$ cat src/rtl/wbarb_pkg.sv
// Shared types and constants for the two-master video framebuffer Wishbone arbiter.
package wbarb_pkg;

  localparam int AW_DEF = 24;
  localparam int DW_DEF = 32;

  typedef enum logic [1:0] {
    IDLE  = 2'd0,
    OWN_A = 2'd1,
    OWN_B = 2'd2
  } state_e;

  localparam logic [1:0] OWNER_NONE = 2'b00;
  localparam logic [1:0] OWNER_A    = 2'b01;
  localparam logic [1:0] OWNER_B    = 2'b10;

  function automatic logic [1:0] owner_of(input state_e s);
    case (s)
      OWN_A:   return OWNER_A;
      OWN_B:   return OWNER_B;
      default: return OWNER_NONE;
    endcase
  endfunction

endpackage

$ cat src/rtl/wb_video_arbiter_if.sv
// Pipelined Wishbone bus bundle; master drives requests, slave drives responses.
interface wb_video_arbiter_if #(
  parameter int AW = wbarb_pkg::AW_DEF,
  parameter int DW = wbarb_pkg::DW_DEF
);
  logic          cyc;
  logic          stb;
  logic          we;
  logic [AW-1:0] addr;
  logic [DW-1:0] wdata;
  logic [DW/8-1:0] sel;
  logic          stall;
  logic          ack;
  logic          err;
  logic [DW-1:0] rdata;

  modport master (
    output cyc, stb, we, addr, wdata, sel,
    input  stall, ack, err, rdata
  );

  modport slave (
    input  cyc, stb, we, addr, wdata, sel,
    output stall, ack, err, rdata
  );
endinterface

$ cat src/rtl/wbarb_mux.sv
// Combinational request/response steering between masters A/B and the slave, keyed by owner.
module wbarb_mux
  import wbarb_pkg::*;
(
  input  logic [1:0]          i_owner,
  wb_video_arbiter_if.slave   a_bus,
  wb_video_arbiter_if.slave   b_bus,
  wb_video_arbiter_if.master  s_bus
);

  // Read data is broadcast; only the owner ever sees an ack qualifying it.
  assign a_bus.rdata = s_bus.rdata;
  assign b_bus.rdata = s_bus.rdata;

  always_comb begin
    // NOTE: every output gets a default before the case so no path leaves one unassigned (no latch).
    s_bus.cyc   = 1'b0;
    s_bus.stb   = 1'b0;
    s_bus.we    = 1'b0;
    s_bus.addr  = '0;
    s_bus.wdata = '0;
    s_bus.sel   = '0;
    a_bus.stall = 1'b1;
    a_bus.ack   = 1'b0;
    a_bus.err   = 1'b0;
    b_bus.stall = 1'b1;
    b_bus.ack   = 1'b0;
    b_bus.err   = 1'b0;

    case (i_owner)
      OWNER_A: begin
        s_bus.cyc   = a_bus.cyc;
        s_bus.stb   = a_bus.stb;
        s_bus.we    = a_bus.we;
        s_bus.addr  = a_bus.addr;
        s_bus.wdata = a_bus.wdata;
        s_bus.sel   = a_bus.sel;
        a_bus.stall = s_bus.stall;
        a_bus.ack   = s_bus.ack;
        a_bus.err   = s_bus.err;
      end
      OWNER_B: begin
        s_bus.cyc   = b_bus.cyc;
        s_bus.stb   = b_bus.stb;
        s_bus.we    = b_bus.we;
        s_bus.addr  = b_bus.addr;
        s_bus.wdata = b_bus.wdata;
        s_bus.sel   = b_bus.sel;
        b_bus.stall = s_bus.stall;
        b_bus.ack   = s_bus.ack;
        b_bus.err   = s_bus.err;
      end
      default: ;
    endcase
  end

endmodule

$ cat src/rtl/wb_video_arbiter.sv
// Video-priority two-master Wishbone arbiter with B starvation guard.
// Optional slave watchdog enabled by defining WB_VIDEO_ARBITER_TIMEOUT_EN.
module wb_video_arbiter
  import wbarb_pkg::*;
#(
  parameter int AW           = AW_DEF,
  parameter int DW           = DW_DEF,
  parameter int STARVE_LIMIT = 4,
  parameter int TIMEOUT      = 255
) (
  input  logic            i_clk,
  input  logic            i_reset_n,
  input  logic            i_a_cyc,
  input  logic            i_a_stb,
  input  logic            i_a_we,
  input  logic [AW-1:0]   i_a_addr,
  input  logic [DW-1:0]   i_a_data,
  input  logic [DW/8-1:0] i_a_sel,
  output logic            o_a_stall,
  output logic            o_a_ack,
  output logic            o_a_err,
  output logic [DW-1:0]   o_a_data,
  input  logic            i_b_cyc,
  input  logic            i_b_stb,
  input  logic            i_b_we,
  input  logic [AW-1:0]   i_b_addr,
  input  logic [DW-1:0]   i_b_data,
  input  logic [DW/8-1:0] i_b_sel,
  output logic            o_b_stall,
  output logic            o_b_ack,
  output logic            o_b_err,
  output logic [DW-1:0]   o_b_data,
  output logic            o_cyc,
  output logic            o_stb,
  output logic            o_we,
  output logic [AW-1:0]   o_addr,
  output logic [DW-1:0]   o_data,
  output logic [DW/8-1:0] o_sel,
  input  logic            i_stall,
  input  logic            i_ack,
  input  logic            i_err,
  input  logic [DW-1:0]   i_data,
  output logic [1:0]      o_owner
);

  localparam logic [3:0] STARVE_MAX = 4'(STARVE_LIMIT);

  state_e     r_state;
  state_e     w_state_next;
  logic [3:0] r_starve_cnt;
  logic [3:0] r_outstanding;
  logic       w_abort;
  logic       w_inc;
  logic       w_dec;

  wb_video_arbiter_if #(.AW(AW), .DW(DW)) w_a_bus ();
  wb_video_arbiter_if #(.AW(AW), .DW(DW)) w_b_bus ();
  wb_video_arbiter_if #(.AW(AW), .DW(DW)) w_s_bus ();

  assign w_a_bus.cyc   = i_a_cyc;
  assign w_a_bus.stb   = i_a_stb;
  assign w_a_bus.we    = i_a_we;
  assign w_a_bus.addr  = i_a_addr;
  assign w_a_bus.wdata = i_a_data;
  assign w_a_bus.sel   = i_a_sel;
  assign w_b_bus.cyc   = i_b_cyc;
  assign w_b_bus.stb   = i_b_stb;
  assign w_b_bus.we    = i_b_we;
  assign w_b_bus.addr  = i_b_addr;
  assign w_b_bus.wdata = i_b_data;
  assign w_b_bus.sel   = i_b_sel;
  assign w_s_bus.stall = i_stall;
  assign w_s_bus.ack   = i_ack;
  assign w_s_bus.err   = i_err;
  assign w_s_bus.rdata = i_data;

  wbarb_mux u_mux (
    .i_owner (o_owner),
    .a_bus   (w_a_bus),
    .b_bus   (w_b_bus),
    .s_bus   (w_s_bus)
  );

  assign o_owner   = owner_of(r_state);
  assign o_cyc     = w_s_bus.cyc & ~w_abort;
  assign o_stb     = w_s_bus.stb & ~w_abort;
  assign o_we      = w_s_bus.we;
  assign o_addr    = w_s_bus.addr;
  assign o_data    = w_s_bus.wdata;
  assign o_sel     = w_s_bus.sel;
  assign o_a_stall = w_a_bus.stall;
  assign o_a_ack   = w_a_bus.ack;
  assign o_a_err   = w_a_bus.err | (w_abort & (r_state == OWN_A));
  assign o_a_data  = w_a_bus.rdata;
  assign o_b_stall = w_b_bus.stall;
  assign o_b_ack   = w_b_bus.ack;
  assign o_b_err   = w_b_bus.err | (w_abort & (r_state == OWN_B));
  assign o_b_data  = w_b_bus.rdata;

  // Responses only count while the owner still holds cyc; stray acks are ignored.
  assign w_inc = o_stb & ~i_stall & (r_outstanding != 4'hF);
  assign w_dec = (i_ack | i_err) & w_s_bus.cyc & (r_outstanding != 4'h0);

  always_comb begin
    w_state_next = r_state;
    case (r_state)
      IDLE: begin
        if (i_b_cyc && ((r_starve_cnt == STARVE_MAX) || !i_a_cyc)) w_state_next = OWN_B;
        else if (i_a_cyc)                                           w_state_next = OWN_A;
      end
      OWN_A:   if (!i_a_cyc || w_abort) w_state_next = IDLE;
      OWN_B:   if (!i_b_cyc || w_abort) w_state_next = IDLE;
      default: w_state_next = IDLE;
    endcase
  end

  always_ff @(posedge i_clk) begin
    // NOTE: state uses non-blocking assignments so every register samples pre-edge values.
    if (!i_reset_n) begin
      r_state       <= IDLE;
      r_starve_cnt  <= '0;
      r_outstanding <= '0;
    end else begin
      r_state <= w_state_next;

      if (r_state == IDLE) begin
        if (w_state_next == OWN_B)
          r_starve_cnt <= '0;
        else if (w_state_next == OWN_A && i_b_cyc && r_starve_cnt != STARVE_MAX)
          r_starve_cnt <= r_starve_cnt + 4'd1;
      end

      if (r_state == IDLE || w_abort) r_outstanding <= '0;
      else if (w_inc && !w_dec)       r_outstanding <= r_outstanding + 4'd1;
      else if (w_dec && !w_inc)       r_outstanding <= r_outstanding - 4'd1;
    end
  end

`ifdef WB_VIDEO_ARBITER_TIMEOUT_EN
  localparam logic [7:0] WDOG_LAST = 8'(TIMEOUT - 1);

  logic [7:0] r_wdog;
  logic       w_wdog_run;

  assign w_wdog_run = (r_state != IDLE) && (r_outstanding != 4'h0) && !i_ack;
  assign w_abort    = w_wdog_run && (r_wdog == WDOG_LAST);

  always_ff @(posedge i_clk) begin
    if (!i_reset_n)                           r_wdog <= '0;
    else if (r_state == IDLE || i_ack || w_abort) r_wdog <= '0;
    else if (w_wdog_run)                      r_wdog <= r_wdog + 8'd1;
  end
`else
  assign w_abort = 1'b0;
`endif

endmodule

$ cat config.mk
export PLATFORM = sky130hd
export DESIGN_NAME = wb_video_arbiter
export DESIGN_NICKNAME = d
export VERILOG_FILES = /design/src/rtl/wbarb_pkg.sv /design/src/rtl/wb_video_arbiter_if.sv /design/src/rtl/wbarb_mux.sv /design/src/rtl/wb_video_arbiter.sv
export SDC_FILE = /design/constraint.sdc
export NUM_CORES = 1
export LEC_CHECK = 0
export ABC_AREA = 1
export BUFFER_PORTS_ARGS = -buffer_cell sky130_fd_sc_hd__buf_2
export CORE_AREA = 10 10 107 109
export CTS_CLUSTER_DIAMETER = 50
export DETAILED_ROUTE_END_ITERATION = 6
export DIE_AREA = 0 0 117 119
export SLEW_MARGIN = 25
export SYNTH_ARGS = -nofsm -noshare
export SYNTH_HDL_FRONTEND = slang
export SYNTH_SLANG_ARGS = --single-unit
$ cat constraint.sdc
create_clock -name i_clk -period 1.8 [get_ports i_clk]
set_input_delay 0.27 -clock i_clk [delete_from_list [all_inputs] [get_ports i_clk]]
set_output_delay 0.27 -clock i_clk [all_outputs]
set_load 0.03 [all_outputs]
==> results of run 1 <==
==> power breakdown <==
| group | internal, mW | leakage [nW] | total, mW | switching [mW] |
|---|---|---|---|---|
| sequential | 0.160 | 0.0504 | 0.183 | 0.0232 |
| clock | 0.144 | 0.0216 | 0.206 | 0.0622 |
| combinational | 0.590 | 1.45 | 1.43 | 0.845 |
==> critical path: stages, from the launching register on <==
cell     delay (ps)
dfxtp_1         340
buf_4           150
ha_4            200
buf_12          180
nand2_1         120
a21oi_4         170
buf_6           150
==> worst max path at each step <==
stage | cells after the start | slack, ps | startpoint | to
5_1_grt | 6 | -40 | r_state[0] | o_addr[9]
6_report | 6 | -20 | r_state[1] | o_addr[23]
3_5_place_dp | 6 | 10 | r_state[0] | o_addr[10]
3_3_place_gp | 6 | 70 | r_state[0] | o_addr[23]
2_1_floorplan | 6 | -110 | r_state[1] | o_cyc
4_1_cts | 6 | -2 | r_state[1] | o_addr[10]
==> Yosys cell counts <==
library cell and number:
a21oi_1 67, and2_2 1, buf_1 1, buf_2 8
buf_4 64, buf_8 1, clkbuf_1 11, dfxtp_1 6
ha_1 8, inv_1 12, inv_2 3, nand2_1 149
nand2_2 2, nand2_4 1, nand3_1 6, nand3_2 1
nand3_4 1, nor2_1 5, nor3_1 1, o21a_1 1
o21ai_4 1, or2_1 1, xor2_1 2
==> metrics by stage <==
step,total power [mW],util (%),area [um^2]
floorplan,1.18,-,2130
global placement,1.27,29.7,2810
detailed placement,1.30,29.7,2810
CTS,1.73,33.7,3180
global route,1.94,35.6,3370
finish,1.82,35.6,3370
==> state kept, by name (all words and copies together) (netlist names) <==
name / count
r_starve_cnt: 4
r_state: 2
==> metal layers <==
| layer | GRT usage, % | vias to the layer above | routed length [um] |
|---|---|---|---|
| li1 | - | 1324 | - |
| met1 | 12.7 | 1197 | 3630 |
| met2 | 26.3 | 168 | 5790 |
| met3 | 4.37 | 12 | 1130 |
| met4 | 3.40 | 0 | 168 |
| met5 | 0 | - | 0 |
==> cells by family after synthesis <==
| kind of cell | count (synthesis) | share of synthesized area [%] |
|---|---|---|
| AND/OR/NAND/NOR | 168 | 35.5 |
| buffers and inverters | 100 | 33.3 |
| AO/OA/AOI/OAI | 69 | 18.8 |
| adder cells (fa/ha/maj) | 8 | 5.24 |
| flip-flops | 6 | 6.28 |
| XOR/XNOR | 2 | 0.916 |
==> cell type report <==
type / count / area (um^2)
flip-flops and latches: 6 / 125
multi-input cells: 247 / 1470
fillers: 1018 / 6090
clock buffers: 3 / 41.3
well taps: 114 / 143
repair buffers: 217 / 1530
diodes: 2 / 5.00
inverters: 15 / 63.8
==> what timing repair did <==
| item | 4_1_cts | 5_1_grt |
|---|---|---|
| resized for setup | 74 | 46 |
| buffers inserted | 2 | 0 |
| gates cloned | 4 | 2 |
| pin swaps | 0 | 5 |
| endpoints found under the setup margin | 64 | 66 |
==> summary.md, run 1 <==
| Metric | Value |
|---|---|
| Ratio of cells with drive above 1 in the final layout | `62.1%` |
| Main area contributors after synthesis | `nand2_1, buf_4, a21oi_1` |
| Crit Path Category | `flop to output port` |
| Unrepaired setup endpoints after global routing | `true` |
| Leading area contributor after synthesis | `nand2_1` |
| Mapped Nets | `roughly 520` |
| Synth warn | `0` |
| Worst IR drop on VDD | `between 0.5 and 0.6 mV` |
| Largest net degree at the start of global routing | `26` |
| Slew HR | `just over 80%` |
| CTS tree | `done` |
| Via count | `2701` |
| Worst EP arrival | `1550 ps` |
| Final min period | `approximately 1800 ps` |
| Clock Skew | `roughly 1.2 ps` |
| Ratio of final minimum period to clock period | `101%` |
| Initial antenna violation count | `2` |
| Commonest non-fill, non-tap cell in the layout | `nand2_1` |
| Rows | `36` |
| Most frequent cells in the layout | `nand2_1, buf_2, a21oi_2` |
| Setup TNS | `-20.2 ps` |
| First-pass GRT wire length | `~15000 um` |
| Die area | `13900 um^2` |
| Chip width | `117 um` |
| Mapped Area | `1910 um^2` |
| Mean Syn Cell Area | `between 5 and 6 um^2` |
| IO Port Bufs | `201` |
| # hold bufs at CTS | `0` |
| Hold path start | `i_reset_n` |
| Cells after Synth | `353` |
| Reg2Reg Depth | `11` |
| Placed cells | `591` |
| CTS Buffer Depth | `2` |
| Hold EP | `r_starve_cnt[0]` |
| Hold Path Stages | `3` |
| Initial DRT Pass Iterations | `4` |
| Final std cells w/o fill | `~600` |
| Worst R2R Start | `r_state[1]` |
| GPL Wtd Cong | `0.731` |
| Max frequency | `550 MHz` |
| DRC | `0` |
| Pre-CTS WS | `13.5 ps` |
| Worst skew pair latency | `around 220 ps` |
| Top cell type's share of synthesized area | `29.3%` |
| Register area share after synthesis | `between 6 and 7%` |
| Clk pin slew, worst setup/hold paths | `40 ps` |
| Fin. Hold Viols | `0` |
| Grt total ovfl | `0` |
| Vias in the first global route | `2762` |
| FF-to-FF setup slack | `80 ps` |
| Least-Margin Pin Slew | `288 ps` |
| HPWL after DPL | `8050 um` |
| Detail Route Antenna Nets | `0` |
| Vert. Die Dim | `119 um` |
| Synth unique cells | `23` |
| Area Overhead vs Synth | `76.2%` |
| Leak pwr | `1.52 nW` |
| Initial Utilization | `between 20% and 30%` |
| DR vias/cell | `between 4 and 5` |
| Worst hold path class | `primary input to flop` |
| I/O Pins | `298` |
| Status | `finished, violations left` |
| Core Region | `9460 um^2` |
| Total Routing Usage GR | `a little over an eighth` |
| Clock sink count | `6` |
| Total CTS buffers | `3` |
| Fin Hold WS | `313 ps` |
| End of the worst register-to-register path | `r_starve_cnt[2]` |
| Finish-stage setup viols | `2` |
| Final #Nets | `between 600 and 700` |
| Routed WL | `10700 um` |
| Final setup margin | `-19.6 ps` |
| CTS H-tree depth | `1` |
| Critical Path Sink Type | `output port` |
| DRT iter0 DRCs | `92` |
| Crit path max fanout | `24` |
| Failing checks | `negative setup slack` |
| Pwr dens | `541 nW/um^2` |
| Startpoint types | `flop` |
| Req. time, crit path | `approximately 1500 ps` |
| Register bit count reported by yosys | `6` |
| Clock root buffer | `clkbuf_8` |
| Max cap viols | `0` |
| Average wire per standard cell | `17.8 um` |
| Max Transition Viols Final | `0` |
(Power assumes the default switching activity.)
==> inputs of run 2 (changes only) <==
--- a/config.mk
+++ b/config.mk
@@ -6,11 +6,13 @@
 export NUM_CORES = 1
 export LEC_CHECK = 0
 export ABC_AREA = 1
+export ABC_CLOCK_PERIOD_IN_PS = 1800
 export BUFFER_PORTS_ARGS = -buffer_cell sky130_fd_sc_hd__buf_2
 export CORE_AREA = 10 10 107 109
 export CTS_CLUSTER_DIAMETER = 50
 export DETAILED_ROUTE_END_ITERATION = 6
 export DIE_AREA = 0 0 117 119
+export GPL_TIMING_DRIVEN = 0
 export SLEW_MARGIN = 25
 export SYNTH_ARGS = -nofsm -noshare
 export SYNTH_HDL_FRONTEND = slang
==> run 2 against run 1 <==
Compared with the run above:
- critical path depth up 1
- sequential power is 5% higher
- the flow now finishes without violations
- die area stayed put
- critical path type unchanged
- sequential share of layout area decreased by 1.0 points
==> summary.md, run 2 (synthesized netlist as in run 1, its figures left out) <==
| Metric | Value |
|---|---|
| Commonest non-fill, non-tap cell in the layout | `buf_2 (was nand2_1)` |
| Internal power | `1.21 mW (was 894 uW)` |
| Slew HR | `83.3% (was 80.7%)` |
| Largest registers | `r_starve_cnt (4), r_state (2) (unchanged)` |
| Total CTS buffers | `3 (unchanged)` |
| First-pass GRT wire length | `17400 um (was 15000 um)` |
| Setup TNS | `0 ps (was -20.2 ps)` |
| Most frequent cells in the layout | `buf_2, nand2_1, buf_4 (was nand2_1, buf_2, a21oi_2)` |
| Slowest Stage Delay on Critical Path | `370 ps (was 340 ps)` |
| Req. time, crit path | `1530 ps (about the same)` |
| Placed cell areas | `3600 um^2 (was 2810 um^2)` |
| Final min period | `1790 ps (was 1820 ps)` |
| Final #Nets | `809 (was 661)` |
| Worst hold path class | `primary input to flop (unchanged)` |
| Max FFs per register | `4 (unchanged)` |
| DRT iter0 DRCs | `138 (was 92)` |
| Sw frac | `49.5% (was 51.0%)` |
| Startpoint types | `flop (unchanged)` |
| Register area | `128 um^2 (was 125 um^2)` |
| Total Routing Usage GR | `15.4% (was 13.4%)` |
| Die area | `13900 um^2 (unchanged)` |
| Chip width | `117 um (unchanged)` |
| Cell mode on critical path | `clkbuf_16` |
| Initial Utilization | `20.2% (unchanged)` |
| Filler cells | `916 (was 1018)` |
| Unrepaired setup endpoints after global routing | `true (unchanged)` |
| # hold bufs at CTS | `0 (unchanged)` |
| NetSw | `1.18 mW (was 930 uW)` |
| Max cap viols | `0 (unchanged)` |
| Final std cells w/o fill | `751 (was 604)` |
| Vias in the first global route | `3207 (was 2762)` |
| Initial DRT Pass Iterations | `4 (unchanged)` |
| Area of the multi-input gates | `1580 um^2 (was 1470 um^2)` |
| Clk pwr share | `8.3% (was 11.3%)` |
| Critical Path Sink Type | `output port (unchanged)` |
| IO Port Bufs | `265 (was 201)` |
| Fin. Hold Viols | `0 (unchanged)` |
| Clock sink count | `6 (unchanged)` |
| Vert. Die Dim | `119 um (unchanged)` |
| Ratio of final minimum period to clock period | `99.2% (was 101%)` |
| Comb power frac | `83.7% (was 78.7%)` |
| Flop pwr share | `8.1% (was 10.0%)` |
| Worst skew pair latency | `220 ps (about the same)` |
| Clock Skew | `2.19 ps (was 1.15 ps)` |
| Status | `finished clean (was finished, violations left)` |
| CTS H-tree depth | `1 (unchanged)` |
| Top reg by flops | `r_starve_cnt (unchanged)` |
| Routed WL | `12900 um (was 10700 um)` |
| Largest net degree at the start of global routing | `11 (was 26)` |
| CTS Buffer Depth | `2 (unchanged)` |
| HPWL after DPL | `10700 um (was 8050 um)` |
| Area Overhead vs Synth | `148% (was 76.2%)` |
| Slowest stage cell, crit path | `dfxtp_4 (was dfxtp_1)` |
| Initial antenna violation count | `1 (was 2)` |
| Design area | `4740 um^2 (was 3370 um^2)` |
| Least-Margin Pin Slew | `249 ps (was 288 ps)` |
| Clk pin slew, worst setup/hold paths | `40 ps (about the same)` |
| Crit path cell chain | `inv_6, ha_4, clkbuf_16, clkbuf_16, nand2_4, a21oi_4, buf_6 (was buf_4, ha_4, buf_12, nand2_1, a21oi_4, buf_6)` |
| Clock root buffer | `clkbuf_8 (unchanged)` |
| Max Transition Viols Final | `0 (unchanged)` |
| Via count | `3249 (was 2701)` |
| Crit path buffers/inverters | `4 (was 3)` |
| Crit Path Category | `flop to output port (unchanged)` |
| Overall power | `2.39 mW (was 1.82 mW)` |
| Core Region | `9460 um^2 (unchanged)` |
| Ratio of cells with drive above 1 in the final layout | `74.1% (was 62.1%)` |
| Fin Hold WS | `323 ps (was 313 ps)` |
| GPL Wtd Cong | `0.788 (was 0.731)` |
| Detail Route Antenna Nets | `0 (unchanged)` |
| Crit path max fanout | `5 (was 24)` |
| DRC | `0 (unchanged)` |
| CTS tree | `done (unchanged)` |
| Rows | `36 (unchanged)` |
| Average wire per standard cell | `17.1 um (was 17.8 um)` |
| Max frequency | `560 MHz (was 550 MHz)` |
| Pwr dens | `505 nW/um^2 (was 541 nW/um^2)` |
| Finish-stage setup viols | `0 (was 2)` |
| DR vias/cell | `4.33 (was 4.47)` |
| Worst EP arrival | `1520 ps (was 1550 ps)` |
| Worst IR drop on VDD | `0.424 mV (was 0.579 mV)` |
| Placed cells | `732 (was 591)` |
| Leak pwr | `2.31 nW (was 1.52 nW)` |
| I/O Pins | `298 (unchanged)` |
| Grt total ovfl | `0 (unchanged)` |
| Cell family with most CP delay | `buffers and inverters (unchanged)` |
[run 2: cell types whose count changed in the layout (fill, tap and decap cells not counted), sizes merged]
cell    change
clkbuf     +12
diode       -1
buf       +136
[run 2: cell type report]
cell class              count  share of cell area [%]
flip-flops and latches      6                    2.69
well taps                 114                    3.01
plain buffers              85                    18.3
diodes                      1                  0.0528
repair buffers            280                    40.2
multi-input cells         247                    33.3
clock buffers               3                   0.872
inverters                  15                    1.51
[run 2: layer usage]
| metal | up-vias | wire, um | GRT usage (%) |
|---|---|---|---|
| li1 | 1621 | - | - |
| met1 | 1479 | 4340 | 15.1 |
| met2 | 142 | 7210 | 31.4 |
| met3 | 7 | 1270 | 4.67 |
| met4 | 0 | 33 | 1.08 |
| met5 | - | 0 | 0 |
[run 2: final timing paths]
kind,start,to,slack (ps),cells past startpoint
worst max register to register,r_state[1],r_starve_cnt[0],130,13
worst min-delay path,i_reset_n,r_starve_cnt[1],320,3
worst max-delay path,r_state[1],o_data[20],10,7
worst min register to register,r_starve_cnt[1],r_starve_cnt[1],540,2
[run 2: tightest hold or removal path: stages]
cell and delay, ps:
buf_2 130, nand2_1 60, nor2_1 30
[run 2: what timing repair did]
item	4_1_cts	5_1_grt
endpoints found under the setup margin	73	63
hold endpoints to repair	0	0
cloned	1	7
pin swaps	3	34
setup buffers	4	3
gates resized for setup	138	111
[run 2: per-stage QoR]
step	util [%]	setup WS [ps]
3_5_place_dp	38.1	-545
6_report	50.1	13.8
4_1_cts	44.1	-12.4
2_1_floorplan	-	-109
5_1_grt	50.1	-52.1
3_3_place_gp	38.1	-509
[run 2: power groups by stage]
stage	Combinational [mW]	Clock (mW)	Sequential [mW]
2_1_floorplan	1.00	0	0.181
5_1_grt	2.13	0.216	0.197
3_3_place_gp	1.43	0	0.187
6_report	2.00	0.198	0.193
4_1_cts	1.76	0.203	0.191
3_5_place_dp	1.45	0	0.189
